==> config.mk <==
export PLATFORM = sky130hd
export DESIGN_NAME = adma_fifo_ctrl
export DESIGN_NICKNAME = d
export VERILOG_FILES = /design/src/rtl/adma_fifo_ctrl_pkg.sv /design/src/rtl/adma_fifo_ctrl_blk_word_counter.sv /design/src/rtl/adma_fifo_ctrl.sv
export SDC_FILE = /design/constraint.sdc
export NUM_CORES = 1
export LEC_CHECK = 0
export CORE_MARGIN = 1.5
export CORE_UTILIZATION = 40
export CTS_BUF_LIST = sky130_fd_sc_hd__clkbuf_16
export CTS_CLUSTER_DIAMETER = 100
export CTS_CLUSTER_SIZE = 12
export DETAILED_ROUTE_END_ITERATION = 16
export PLACE_DENSITY = 0.71
export SLEW_MARGIN = 20
export SYNTH_ARGS = -nofsm -noshare
export SYNTH_HDL_FRONTEND = slang
export SYNTH_SLANG_ARGS = --single-unit
==> constraint.sdc <==
create_clock -name CLK -period 4.35 [get_ports CLK]
set_clock_uncertainty 0.1 [all_clocks]
set_input_delay 0.87 -clock CLK [delete_from_list [all_inputs] [get_ports CLK]]
set_output_delay 0.87 -clock CLK [all_outputs]
set_load 0.05 [all_outputs]
==> src/rtl/adma_fifo_ctrl_pkg.sv <==
// Shared types and constants for the ADMA FIFO controller.
package adma_fifo_ctrl_pkg;

  localparam int DATA_W_DEF     = 32;
  localparam int WORD_CNT_W_DEF = 12;
  localparam int BLK_CNT_W_DEF  = 16;

  // Controller states; encodings are fixed so other blocks can decode them.
  typedef enum logic [1:0] {
    ST_IDLE  = 2'd0,
    ST_RUN   = 2'd1,
    ST_DRAIN = 2'd2,
    ST_DONE  = 2'd3
  } state_t;

endpackage

==> src/rtl/adma_fifo_ctrl_blk_word_counter.sv <==
// Words-per-block / blocks-per-transfer counter. One instance tracks the
// FIFO write side, another the read side. The word count wraps to 0 after the
// last word of a block, and each wrap retires one block; blocks_left never
// goes below zero.
module adma_fifo_ctrl_blk_word_counter #(
  parameter int WORD_CNT_W = 12,
  parameter int BLK_CNT_W  = 16
) (
  input  logic                  clk,
  input  logic                  rst_n,
  input  logic                  i_load,
  input  logic                  i_inc,
  input  logic [WORD_CNT_W-1:0] i_blk_words,
  input  logic [BLK_CNT_W-1:0]  i_blk_count,
  output logic [BLK_CNT_W-1:0]  o_blocks_left,
  output logic                  o_wrap
);

  localparam logic [WORD_CNT_W-1:0] WORD_ONE = WORD_CNT_W'(1);
  localparam logic [BLK_CNT_W-1:0]  BLK_ONE  = BLK_CNT_W'(1);

  logic [WORD_CNT_W-1:0] r_word;
  logic [WORD_CNT_W-1:0] r_blk_words;
  logic [BLK_CNT_W-1:0]  r_blocks_left;
  logic                  w_active;

  assign w_active      = i_inc & (r_blocks_left != '0);
  assign o_wrap        = w_active & (r_word == (r_blk_words - WORD_ONE));
  assign o_blocks_left = r_blocks_left;

  // Word/block counting: load on start, advance on each accepted word.
  // NOTE: sequential state uses non-blocking (<=) so every flop samples the
  // pre-edge values of its peers, independent of block evaluation order.
  always_ff @(posedge clk or negedge rst_n) begin
    if (!rst_n) begin
      r_word        <= '0;
      r_blk_words   <= '0;
      r_blocks_left <= '0;
    end else if (i_load) begin
      r_word        <= '0;
      r_blk_words   <= i_blk_words;
      r_blocks_left <= i_blk_count;
    end else if (w_active) begin
      if (o_wrap) begin
        r_word        <= '0;
        r_blocks_left <= r_blocks_left - BLK_ONE;
      end else begin
        r_word <= r_word + WORD_ONE;
      end
    end
  end

endmodule

==> src/rtl/adma_fifo_ctrl.sv <==
// ADMA data FIFO sequencer for one multi-block transfer: gates source writes
// and sink reads with valid/ready, counts words/blocks on both FIFO ports,
// reports block/transfer completion and drains the FIFO on abort.
module adma_fifo_ctrl
  import adma_fifo_ctrl_pkg::*;
#(
  parameter int DATA_W     = DATA_W_DEF,
  parameter int WORD_CNT_W = WORD_CNT_W_DEF,
  parameter int BLK_CNT_W  = BLK_CNT_W_DEF
) (
  input  logic                  CLK,
  input  logic                  RESET_N,
  input  logic                  start,
  input  logic                  abort,
  input  logic [WORD_CNT_W-1:0] blk_words,
  input  logic [BLK_CNT_W-1:0]  blk_count,
  input  logic                  src_valid,
  input  logic [DATA_W-1:0]     src_data,
  output logic                  src_ready,
  output logic                  dst_valid,
  output logic [DATA_W-1:0]     dst_data,
  input  logic                  dst_ready,
  output logic [DATA_W-1:0]     fifo_data_in,
  input  logic [DATA_W-1:0]     fifo_data_out,
  output logic                  fifo_write,
  output logic                  fifo_read,
  input  logic                  fifo_full,
  input  logic                  fifo_empty,
  output logic                  busy,
  output logic                  blk_done,
  output logic                  xfer_done,
  output logic                  xfer_err,
  output logic [BLK_CNT_W-1:0]  blocks_left
);

  localparam logic [BLK_CNT_W-1:0] BLK_ONE = BLK_CNT_W'(1);

  state_t                r_state;
  state_t                w_state_nxt;
  logic                  r_blk_done;
  logic                  r_xfer_err;
  logic                  w_set_err;
  logic                  w_zero_size;
  logic                  w_start_ok;
  logic                  w_run;
  logic                  w_rd_pop;
  logic                  w_last_pop;
  logic [BLK_CNT_W-1:0]  w_load_count;
  logic [BLK_CNT_W-1:0]  w_wr_blocks_left;
  logic [BLK_CNT_W-1:0]  w_rd_blocks_left;
  logic                  w_wr_wrap;
  logic                  w_rd_wrap;

  assign w_zero_size  = (blk_words == '0) | (blk_count == '0);
  assign w_start_ok   = start & (r_state == ST_IDLE);
  // A zero-size request loads an empty transfer so blocks_left reads 0.
  assign w_load_count = w_zero_size ? '0 : blk_count;
  assign w_run        = (r_state == ST_RUN);

  // Write side: source -> FIFO, runs ahead of the read side across blocks.
  assign src_ready    = w_run & ~fifo_full & (w_wr_blocks_left != '0);
  assign fifo_write   = src_valid & src_ready;
  assign fifo_data_in = src_data;

  // Read side: FIFO -> sink; in DRAIN the FIFO is emptied without a sink.
  assign dst_valid    = w_run & ~fifo_empty;
  assign dst_data     = fifo_data_out;
  assign w_rd_pop     = dst_valid & dst_ready;
  assign fifo_read    = w_rd_pop | ((r_state == ST_DRAIN) & ~fifo_empty);
  assign w_last_pop   = w_rd_wrap & (w_rd_blocks_left == BLK_ONE);

  assign busy         = (r_state != ST_IDLE);
  assign xfer_done    = (r_state == ST_DONE);
  assign blk_done     = r_blk_done;
  assign xfer_err     = r_xfer_err;
  assign blocks_left  = w_rd_blocks_left;

  adma_fifo_ctrl_blk_word_counter #(
    .WORD_CNT_W (WORD_CNT_W),
    .BLK_CNT_W  (BLK_CNT_W)
  ) u_wr_cnt (
    .clk           (CLK),
    .rst_n         (RESET_N),
    .i_load        (w_start_ok),
    .i_inc         (fifo_write),
    .i_blk_words   (blk_words),
    .i_blk_count   (w_load_count),
    .o_blocks_left (w_wr_blocks_left),
    .o_wrap        (w_wr_wrap)
  );

  adma_fifo_ctrl_blk_word_counter #(
    .WORD_CNT_W (WORD_CNT_W),
    .BLK_CNT_W  (BLK_CNT_W)
  ) u_rd_cnt (
    .clk           (CLK),
    .rst_n         (RESET_N),
    .i_load        (w_start_ok),
    .i_inc         (w_rd_pop),
    .i_blk_words   (blk_words),
    .i_blk_count   (w_load_count),
    .o_blocks_left (w_rd_blocks_left),
    .o_wrap        (w_rd_wrap)
  );

  // Next-state logic; completion takes priority over a same-cycle abort.
  // NOTE: every signal written here gets a default first, so no path leaves
  // it unassigned and no latch is inferred.
  always_comb begin
    w_state_nxt = r_state;
    w_set_err   = 1'b0;
    case (r_state)
      ST_IDLE: begin
        if (start) begin
          w_state_nxt = w_zero_size ? ST_DONE : ST_RUN;
          w_set_err   = w_zero_size;
        end
      end
      ST_RUN: begin
        if (w_last_pop)  w_state_nxt = ST_DONE;
        else if (abort)  w_state_nxt = ST_DRAIN;
      end
      ST_DRAIN: begin
        if (fifo_empty) begin
          w_state_nxt = ST_DONE;
          w_set_err   = 1'b1;
        end
      end
      ST_DONE:  w_state_nxt = ST_IDLE;
      default:  w_state_nxt = ST_IDLE;
    endcase
  end

  // State register.
  always_ff @(posedge CLK or negedge RESET_N) begin
    if (!RESET_N) r_state <= ST_IDLE;
    else          r_state <= w_state_nxt;
  end

  // Registered block-done pulse and sticky error (cleared by an accepted start).
  always_ff @(posedge CLK or negedge RESET_N) begin
    if (!RESET_N) begin
      r_blk_done <= 1'b0;
      r_xfer_err <= 1'b0;
    end else begin
      r_blk_done <= w_rd_wrap;
      if (w_set_err)       r_xfer_err <= 1'b1;
      else if (w_start_ok) r_xfer_err <= 1'b0;
    end
  end

  // The write side may run ahead of the read side, never behind it.
  a_wr_ahead : assert property (@(posedge CLK) disable iff (!RESET_N)
    w_wr_wrap |-> (w_wr_blocks_left <= w_rd_blocks_left));

endmodule

==> flow_metrics.py <==
metrics = {
    "synthesis": {
        "synth-seq-cells": 72,
        "synth_fa_ha_area_share_pct": 2.419,
        "async_flop_share_pct": 100.0,
        "synth-simple-area-share_pct": 24.82,
        "ys_warn_count": 0,
        "mappedNetlistArea_um2": 5172,
        "synth_edf_count": 0,
        "synth_top_family_by_area": "simple AND/OR/NAND/NOR gates",
        "muxShareOfSynthArea_pct": 0.8224,
        "synth-compound-area-share_pct": 13.06,
        "synth_cell_types": 63,
        "avgSynthCellArea_um2": 8.521,
        "synth-xor-area-share_pct": 11.10,
        "yosysSeqAreaShare_pct": 34.83,
        "synth_nets": 717,
        "ys.flop_type": "dfrtp_1",
        "synth_cells": 607,
    },
    "clock_tree": {
        "clock_path_buffers": 2,
        "cts_sinks": 72,
        "clk_latency_ns": 0.34,
        "cts_tree": "built",
        "cts_setup_buffers": 0,
        "htreeDepth": 3,
        "postCtsHoldBufs": 0,
        "cts_resized": 0,
        "cts_root_buffer": "clkbuf_16",
        "clk_pin_slew_worst_paths_ns": 0.05,
        "cts_buffers": 9,
    },
    "sta": {
        "clock.fmax_mhz": 267.0,
        "final_max_slew_viol_count": 0,
        "grt_setup_unrepaired": "false",
        "hold_viol": 0,
        "min_period_over_period_pct": 86.10,
        "fin_crit_ns": 3.745,
        "max_slew_margin_pct": 41.40,
        "tightest_slew_ns": 0.8790,
        "setup_violations": 0,
        "fin_ws_ns": 0.6047,
        "finalSetupTns_ns": 0,
    },
    "power_and_ir_drop": {
        "p_leak_nw": 2.321,
        "ir_worst_vdd_v": 0.0004291,
        "total_power_mw": 3.785,
        "p_per_area_nw_per_um2": 663.7,
    },
    "grt": {
        "grt_pass1_vias": 4353,
        "grt_pass1_wl_mm": 22.52,
        "overflow": 0,
        "antenna_found_initial": 0,
        "grt_use_total_pct": 21.60,
        "grt_max_degree": 42,
    },
    "floorplan": {
        "die_w_um": 116.7,
        "io_pins": 188,
        "die_area_um2": 13620,
        "die_y_um": 116.7,
        "start_util_pct": 40.99,
        "core_area_um2": 12620,
        "num_rows": 41,
    },
    "placed_design": {
        "dp_cells": 753,
        "dpl.hpwl_mm": 10.13,
        "dp_slack_ns": 0.7210,
        "gp_congestion": 0.9062,
        "portBuffers": 59,
    },
    "layout": {
        "final_common_cell": "dfrtp_1",
        "drive_gt1_share_pct": 5.369,
        "syn_to_final_growth_pct": 10.26,
        "final_nets": 702,
        "antenna_cells": 0,
        "fillerInstances": 1243,
        "final_cell_mix": "72 x dfrtp_1, 66 x nand2_1, 58 x clkdlybuf4s50_1, 43 x xnor2_1, 39 x nor2_1",
        "layout.cells.non_filler": 768,
        "multi_input_area_um2": 2701,
        "seq_area_um2": 1802,
    },
    "routing": {
        "viasPerCell": 5.826,
        "drc": 0,
        "via_count": 4474,
        "antenna_left": 0,
        "dr.pass1.iters": 5,
        "wirelength_mm": 13.84,
        "drt_iter0_drc": 265,
        "wl_per_cell_um": 18.02,
    },
    "outcome": {
        "outcome": "completed",
    },
    "hold_path": {
        "hold_path.class": "reg -> reg",
    },
    "setup_path": {
        "arrival_ns": 2.78,
        "required_ns": 3.38,
        "critPathKind": "reg -> out",
        "cp-start-kind": "register",
        "end_kind": "output pin",
        "cp_max_fo": 5,
    },
    "run": {
        "cap_violations": 0,
    },
}
area by class of cell:
class / instances / share of cell area (%)
inverters: 20 / 1.316
repair buffers: 65 / 11.06
multi-input cells: 424 / 47.37
clock buffers: 9 / 3.949
clock inverters: 6 / 0.9434
flip-flops and latches: 72 / 31.59
well taps: 172 / 3.774
sequential cells by signal (all words and copies together), names as in the netlist:
register,flops
blk_done,1
u_rd_cnt.r_blk_words,12
xfer_err,1
u_rd_cnt.o_blocks_left,16
u_rd_cnt.r_word,12
u_wr_cnt.o_blocks_left,16
u_wr_cnt.r_word,12
r_state,2
cells by family after synthesis:
kind of cell,Yosys count
AND/OR/NAND/NOR,245
adder cells (fa/ha/maj),10
XOR/XNOR,64
multiplexers,4
AO/OA/AOI/OAI,101
flip-flops,72
buffers and inverters,111
critical path: stages, from the launching register on:
cell and delay, ns:
dfrtp_1 0.38, inv_1 0.06, ha_1 0.22, nor4b_1 0.14
and4_1 0.25, nor3b_1 0.25, nand2_1 0.16, inv_1 0.15
clkdlybuf4s50_1 0.82
final timing paths:
path,end,depth (start not counted),from,slack [ns]
max in group asynchronous,u_wr_cnt.o_blocks_left[1]$_DFFE_PN0P_,2,RESET_N,2.61
hold reg to reg,u_rd_cnt.r_word[11]$_DFFE_PN0P_,2,u_rd_cnt.r_word[11]$_DFFE_PN0P_,0.46
setup / recovery,fifo_write,8,u_wr_cnt.o_blocks_left[0]$_DFFE_PN0P_,0.60
min in group asynchronous,u_rd_cnt.r_blk_words[10]$_DFFE_PN0P_,1,RESET_N,0.55
hold / removal,u_rd_cnt.r_word[11]$_DFFE_PN0P_,2,u_rd_cnt.r_word[11]$_DFFE_PN0P_,0.46
setup reg to reg,u_wr_cnt.o_blocks_left[14]$_DFFE_PN0P_,9,u_rd_cnt.r_blk_words[0]$_DFFE_PN0P_,0.62
metrics by stage:
step	util, %	hold slack (ns)	cell area [um^2]
after floorplan	-	0.4082	5172
after global placement	42.98	0.4376	5424
after detailed placement	42.98	0.4544	5424
after CTS	45.19	0.4681	5703
after global routing	45.19	0.4813	5703
final	45.19	0.4577	5703
layer usage:
metal	share of wire, %	GRT usage (%)	vias to the layer above
met2	48	35.09	186
li1	-	-	2061
met1	42	27.22	2191
met4	2.8	8.514	0
met5	0	0	-
met3	7.6	6.175	36
synth_stat cells (4+ instances only):
library cell	count	area share (%)
buf_4	64	9.3
o311a_1	5	0.97
nand3_1	23	2.2
and3_1	5	0.60
or4_1	5	0.73
inv_1	19	1.4
or3_1	20	2.4
and2_1	9	1.1
nor3_1	11	1.1
xnor2_1	43	7.3
o22a_1	4	0.68
a22o_1	5	0.85
o21ai_0	29	2.8
nor4_1	26	3.1
ha_1	10	2.4
nor3b_1	5	0.73
xor2_1	20	3.4
and4_1	4	0.68
nand4_1	16	1.9
nand2_1	66	4.8
nor2_1	39	2.8
a21oi_1	21	2.0
dfrtp_1	72	35
clkbuf_1	20	1.5
a31oi_1	7	0.85
where the power goes:
group          switching (mW)  internal, mW
combinational            1.13         0.729
sequential              0.332         0.882
clock                   0.280         0.433
total                    1.74          2.04
No activity file was read; power rests on OpenSTA's default activity.
